==> config.mk <==
export PLATFORM = sky130hd
export DESIGN_NAME = hazard_forward_unit
export DESIGN_NICKNAME = d
export VERILOG_FILES = /design/src/rtl/hazard_forward_unit.sv
export SDC_FILE = /design/constraint.sdc
export NUM_CORES = 1
export LEC_CHECK = 0
export ABC_AREA = 1
export BUFFER_PORTS_ARGS = -buffer_cell sky130_fd_sc_hd__buf_2
export CAP_MARGIN = 20
export CORE_MARGIN = 1.5
export CORE_UTILIZATION = 55
export CTS_BUF_LIST = sky130_fd_sc_hd__clkbuf_2 sky130_fd_sc_hd__clkbuf_4 sky130_fd_sc_hd__clkbuf_8
export DETAILED_ROUTE_END_ITERATION = 6
export PLACE_DENSITY = 0.8
export SLEW_MARGIN = 20
export SYNTH_ARGS = -nofsm -noshare
export SYNTH_HDL_FRONTEND = slang
export SYNTH_SLANG_ARGS = --single-unit
==> constraint.sdc <==
create_clock -name CLK -period 1.6 [get_ports CLK]
set_input_delay 0.16 -clock CLK [delete_from_list [all_inputs] [get_ports CLK]]
set_output_delay 0.16 -clock CLK [all_outputs]
set_load 0.1 [all_outputs]
==> src/rtl/hazard_forward_unit.sv <==
// hazard_forward_unit
//
// Pipeline hazard controller for the RV32IM core. A shadow EX/MEM/WB pipeline
// keeps the destination registers of in-flight instructions. From it the unit
// drives the one-hot EX operand selects and raises a stall for load-use hazards
// and for multi-cycle MUL/DIV execution.
//
// Optional feature macro: HAZARD_MULDIV_EN
//   defined   - a 4-bit busy counter freezes a MUL/DIV in EX for MULDIV_CYCLES
//   undefined - ID_IS_MULDIV is ignored; MUL/DIV ops behave as single-cycle ALU ops
//
// Ports
//   CLK          in   rising-edge clock
//   RESET        in   synchronous, active-high reset
//   ID_VALID     in   instruction present in ID
//   ID_RS1/2     in   ID source registers
//   ID_RD        in   ID destination register
//   ID_REG_WRITE in   ID instruction writes ID_RD
//   ID_IS_LOAD   in   ID instruction is a load
//   ID_IS_MULDIV in   ID instruction is an M-extension op
//   SEL1/SEL2    out  one-hot operand select: 001 regfile, 010 EX/MEM, 100 MEM/WB
//   STALL        out  hold PC and IF/ID this cycle
//   EX_BUBBLE    out  EX slot holds no valid instruction

module hazard_forward_unit #(
   parameter int unsigned MULDIV_CYCLES = 4
) (
   input  logic       CLK,
   input  logic       RESET,
   input  logic       ID_VALID,
   input  logic [4:0] ID_RS1,
   input  logic [4:0] ID_RS2,
   input  logic [4:0] ID_RD,
   input  logic       ID_REG_WRITE,
   input  logic       ID_IS_LOAD,
   input  logic       ID_IS_MULDIV,
   output logic [2:0] SEL1,
   output logic [2:0] SEL2,
   output logic       STALL,
   output logic       EX_BUBBLE
);

   localparam logic [2:0] SelRf  = 3'b001;
   localparam logic [2:0] SelMem = 3'b010;
   localparam logic [2:0] SelWb  = 3'b100;

   typedef struct packed {
      logic       valid;
      logic [4:0] rd;
      logic       reg_write;
      logic       is_load;
      logic [4:0] rs1;
      logic [4:0] rs2;
      logic       is_muldiv;
   } ex_slot_t;

   typedef struct packed {
      logic       valid;
      logic [4:0] rd;
      logic       reg_write;
      logic       is_load;
   } slot_t;

   ex_slot_t ex_q, ex_d;
   slot_t    mem_q, mem_d;
   slot_t    wb_q, wb_d;

   logic ex_eff, mem_eff, wb_eff;
   logic load_use;
   logic busy;

   assign ex_eff  = ex_q.valid  && ex_q.reg_write  && (ex_q.rd  != 5'd0);
   assign mem_eff = mem_q.valid && mem_q.reg_write && (mem_q.rd != 5'd0);
   assign wb_eff  = wb_q.valid  && wb_q.reg_write  && (wb_q.rd  != 5'd0);

`ifdef HAZARD_MULDIV_EN
   localparam logic [3:0] MulLoad = 4'(MULDIV_CYCLES - 1);

   logic [3:0] cnt_q, cnt_d;

   assign busy = (cnt_q != 4'd0);

   logic unused_bits;
   assign unused_bits = ^{ex_q.is_muldiv, mem_q.is_load, wb_q.is_load};
`else
   assign busy = 1'b0;

   logic unused_bits;
   assign unused_bits = ^{ex_q.is_muldiv, mem_q.is_load, wb_q.is_load, 32'(MULDIV_CYCLES)};
`endif

   // Both sources are compared regardless of format; a false stall only costs a cycle.
   assign load_use = ID_VALID && ex_eff && ex_q.is_load &&
                     ((ID_RS1 == ex_q.rd) || (ID_RS2 == ex_q.rd));

   assign STALL     = busy || load_use;
   assign EX_BUBBLE = !ex_q.valid;

   // Selects depend on slot registers only; MEM wins over WB as the younger result.
   always_comb begin
      SEL1 = SelRf;
      SEL2 = SelRf;
      if (ex_q.valid) begin
         if (mem_eff && (mem_q.rd == ex_q.rs1)) begin
            SEL1 = SelMem;
         end else if (wb_eff && (wb_q.rd == ex_q.rs1)) begin
            SEL1 = SelWb;
         end
         if (mem_eff && (mem_q.rd == ex_q.rs2)) begin
            SEL2 = SelMem;
         end else if (wb_eff && (wb_q.rd == ex_q.rs2)) begin
            SEL2 = SelWb;
         end
      end
   end

   always_comb begin
      ex_d  = ex_q;
      mem_d = '{valid: ex_q.valid, rd: ex_q.rd, reg_write: ex_q.reg_write,
                is_load: ex_q.is_load};
      wb_d  = mem_q;
`ifdef HAZARD_MULDIV_EN
      cnt_d = cnt_q;
`endif
      if (busy) begin
         // MUL/DIV frozen in EX; bubbles drain towards WB behind it.
         ex_d  = ex_q;
         mem_d = '0;
`ifdef HAZARD_MULDIV_EN
         cnt_d = cnt_q - 4'd1;
`endif
      end else if (load_use) begin
         // The load moves on to MEM; its consumer later picks it up from MEM/WB.
         ex_d = '0;
      end else begin
         ex_d = '0;
         if (ID_VALID) begin
            ex_d = '{valid: 1'b1, rd: ID_RD, reg_write: ID_REG_WRITE, is_load: ID_IS_LOAD,
                     rs1: ID_RS1, rs2: ID_RS2, is_muldiv: ID_IS_MULDIV};
         end
`ifdef HAZARD_MULDIV_EN
         cnt_d = (ID_VALID && ID_IS_MULDIV) ? MulLoad : 4'd0;
`endif
      end
   end

   always_ff @(posedge CLK) begin
      if (RESET) begin
         ex_q  <= '0;
         mem_q <= '0;
         wb_q  <= '0;
`ifdef HAZARD_MULDIV_EN
         cnt_q <= 4'd0;
`endif
      end else begin
         ex_q  <= ex_d;
         mem_q <= mem_d;
         wb_q  <= wb_d;
`ifdef HAZARD_MULDIV_EN
         cnt_q <= cnt_d;
`endif
      end
   end

endmodule

==> summary.md <==
| Metric | Value |
|---|---|
| Cell Area, Synth | `1420 sq um` |
| Die H | `53.8 um` |
| Critical Path RT | `1.44 ns` |
| Maxcap violations | `0` |
| Worst reg2reg path endpoint | `ex_q[2]` |
| Post-Syn Instances | `198` |
| GRT Util Overall | `25.6%` |
| NetSw | `399 uW` |
| CP delay by family, top | `simple AND/OR/NAND/NOR gates` |
| Final Hold Vio Count | `0` |
| Final-report setup violation count | `7` |
| CP dominant cell by count | `inv_2` |
| CTS tree | `built` |
| GR Util met3 | `7.50%` |
| GP Congestion | `0.847` |
| Clock buffer count from CTS | `5` |
| RR Startpoint | `ex_q[17]` |
| Power, Total | `1560 uW` |
| Core ar. | `2450 sq um` |
| Clock Tree Buf Depth | `2` |
| Vias in the first global route | `1190` |
| Status | `finished, violations left` |
| Slew Limit Headroom | `80.2%` |
| Failing checks | `negative setup slack` |
| Setup CP Type | `reg -> out` |
| Filler cells | `144` |
| CP Capture Type | `output port` |
| Worst clock skew | `0.00524 ns` |
| Worst-margin pin slew | `0.299 ns` |
| Cell Pwr Density | `781 nW/um^2` |
| FF+latch count, synth | `32` |
| DRT Pass-1 Iters | `4` |
| Largest net degree at the start of global routing | `19` |
| Crit path launch | `mem_q[4]` |
| Ant. Diodes | `0` |
| R2R setup slack | `0.20 ns` |
| Die ar. | `2890 sq um` |
| Worst-path clk slew | `0.09 ns` |
| Worst-path maximum fanout | `4` |
| Most used routing layer | `met2` |
| Clock root buffer | `clkbuf_4` |
| Fin worst setup slack | `-0.144 ns` |
| F_max | `573 MHz` |
| Clock Latency Late Sink | `0.33 ns` |
| DRC errors left | `0` |
| Crit-path slowest cell | `dfxtp_2` |
| Internal cell power | `1160 uW` |
| Synth unique cells | `18` |
| Vias | `1261` |
| Area Growth Syn to Fin | `40.7%` |
| CP arrival | `1.58 ns` |
| DRT Wirelength | `3170 um` |
| Chip Width | `53.8 um` |
| Total placed cells including tap cells | `255` |
| Yosys warns | `0` |
| Critical path, cell by cell | `nor2_1 -> nand4_1 -> nand3_1 -> inv_2 -> nand3_4 -> inv_2 -> nor2_4 -> buf_12` |
| Leak | `0.00100 uW` |
| Number of buffers inserted by port buffering | `27` |
| Clock power frac | `31.6%` |
| RSZ-0062 raised after global routing | `true` |
| Detail Route Antenna Nets | `0` |
| Met1 Track Usage GR | `27.9%` |
| Clock sinks | `32` |
| Initial core utilization | `57.8%` |
| DP Wirelength | `2030 um` |
| Routed len/inst | `12.0 um` |
| Num rows | `18` |
| Most frequent cells in the layout | `nor2_1 (40), inv_1 (33), nand2_1 (27)` |
| Non-filler cells, final | `265` |
| Via density | `4.76` |
| Path depth of the worst reg2reg path | `10` |
| Global-route wire length before repair | `5130 um` |
| Avg Cell Area, Syn | `7.17 sq um` |
| GRT overflow | `0` |
| Final worst path period need | `1.74 ns` |
| Proportion of layout cells with a drive suffix above 1 | `42.6%` |
| Stages on worst setup path | `8` |
| Comb pwr share | `14.0%` |
| Reg power frac | `54.4%` |
| Nets | `255` |
| Setup_tns | `-0.709 ns` |
| Drt first-iter violations | `38` |
| Period utilization | `109%` |
| Sequential area share after synthesis | `45.1%` |
| Max stage delay on crit path | `0.36 ns` |
| CTS Hold Bufs | `0` |
| Slew Limit Fails | `0` |
| Min-Delay Path Class | `in -> reg` |
| Syn_nets | `219` |
| Startpoint Class | `flop` |
| Sw Ratio | `25.6%` |
| Top-Level Pins | `29` |
| M2 GR Usage | `48.0%` |
| Worst path bufs/invs | `3` |
| Peak supply drop | `1030 uV` |
| H-tree levels | `2` |
| Most common cell after layout, fill and taps aside | `nor2_1` |
| CP Capture Point | `SEL2[2]` |
| Initial antenna violation count | `0` |
power by group through the flow:
stage | registers [uW] | clock network, uW | logic, uW
global route | 852 | 534 | 242
floorplan | 860 | 0 | 118
finish | 849 | 493 | 218
global placement | 864 | 0 | 168
detailed placement | 865 | 0 | 173
CTS | 849 | 506 | 190
worst min path at each step:
stage / cells past startpoint / start / to
5_1_grt: 3 / ID_RD[3] / ex_q[16]
3_5_place_dp: 3 / ID_IS_LOAD / ex_q[11]
2_1_floorplan: 1 / RESET / wb_q[1]
3_3_place_gp: 3 / ID_RD[3] / ex_q[16]
4_1_cts: 3 / ID_RD[2] / ex_q[15]
6_report: 3 / ID_RD[2] / ex_q[15]
tightest hold or removal path, delay by kind of cell:
family / cells / cell delay (ns)
AND/OR/NAND/NOR: 1 / 0.03
buffers and inverters: 2 / 0.13
per-stage QoR:
step | area (sq um) | util, % | setup slack [ns] | hold WS (ns)
2_1_floorplan | 1450 | - | -0.0557 | 0.231
3_3_place_gp | 1720 | 70.2 | 0.157 | 0.371
3_5_place_dp | 1720 | 70.2 | 0.125 | 0.378
4_1_cts | 1910 | 77.7 | -0.0778 | 0.0133
5_1_grt | 2000 | 81.3 | -0.263 | 0.0171
6_report | 2000 | 81.3 | -0.144 | 0.0264
cell families (layout without fill, tap and decap cells):
| kind of cell | count (synthesis) | after routing | synth area share [%] |
|---|---|---|---|
| AOI/OAI and AO/OA | 3 | 3 | 1.06 |
| buffers and inverters | 44 | 81 | 12.2 |
| and+or+nand+nor | 98 | 98 | 28.7 |
| DFF | 32 | 32 | 45.1 |
| xor gates and xnor gates | 21 | 21 | 13.0 |
Yosys cell counts (all sizes together):
cell | number | share of area [%]
nor2 | 48 | 13
o21ai | 1 | 0.35
nand2 | 34 | 9.7
dfxtp | 32 | 45
xor2 | 6 | 3.7
buf | 1 | 0.79
xnor2 | 15 | 9.3
and3 | 1 | 0.44
nand4 | 2 | 0.88
clkbuf | 1 | 0.26
nor3 | 2 | 0.71
a21oi | 2 | 0.71
inv | 42 | 11
nand3 | 11 | 3.9
metal layers:
metal  part of all wire (%)  vias to the layer above
met1                     38                      566
met3                    4.2                        9
li1                       -                      648
met2                     55                       38
met4                    2.5                        0
met5                      0                        -
area by class of cell:
class	instances	area, sq um	share of cell area [%]
tap	30	37.5	1.88
timing repair buffer	31	273	13.7
sequential	32	684	34.3
inverter	42	158	7.89
multi-input combinational	122	778	39.0
clock buffer	8	66.3	3.32
sequential cells by signal (all words and copies together) (netlist names):
register,flops
mem_q,7
wb_q,7
ex_q,18
timing repair:
item	4_1_cts	5_1_grt
gates resized for setup	44	21
buffers inserted	1	1
endpoints found under the setup margin	7	8
pin swaps	16	12
Power figures use the tool's default switching activity.
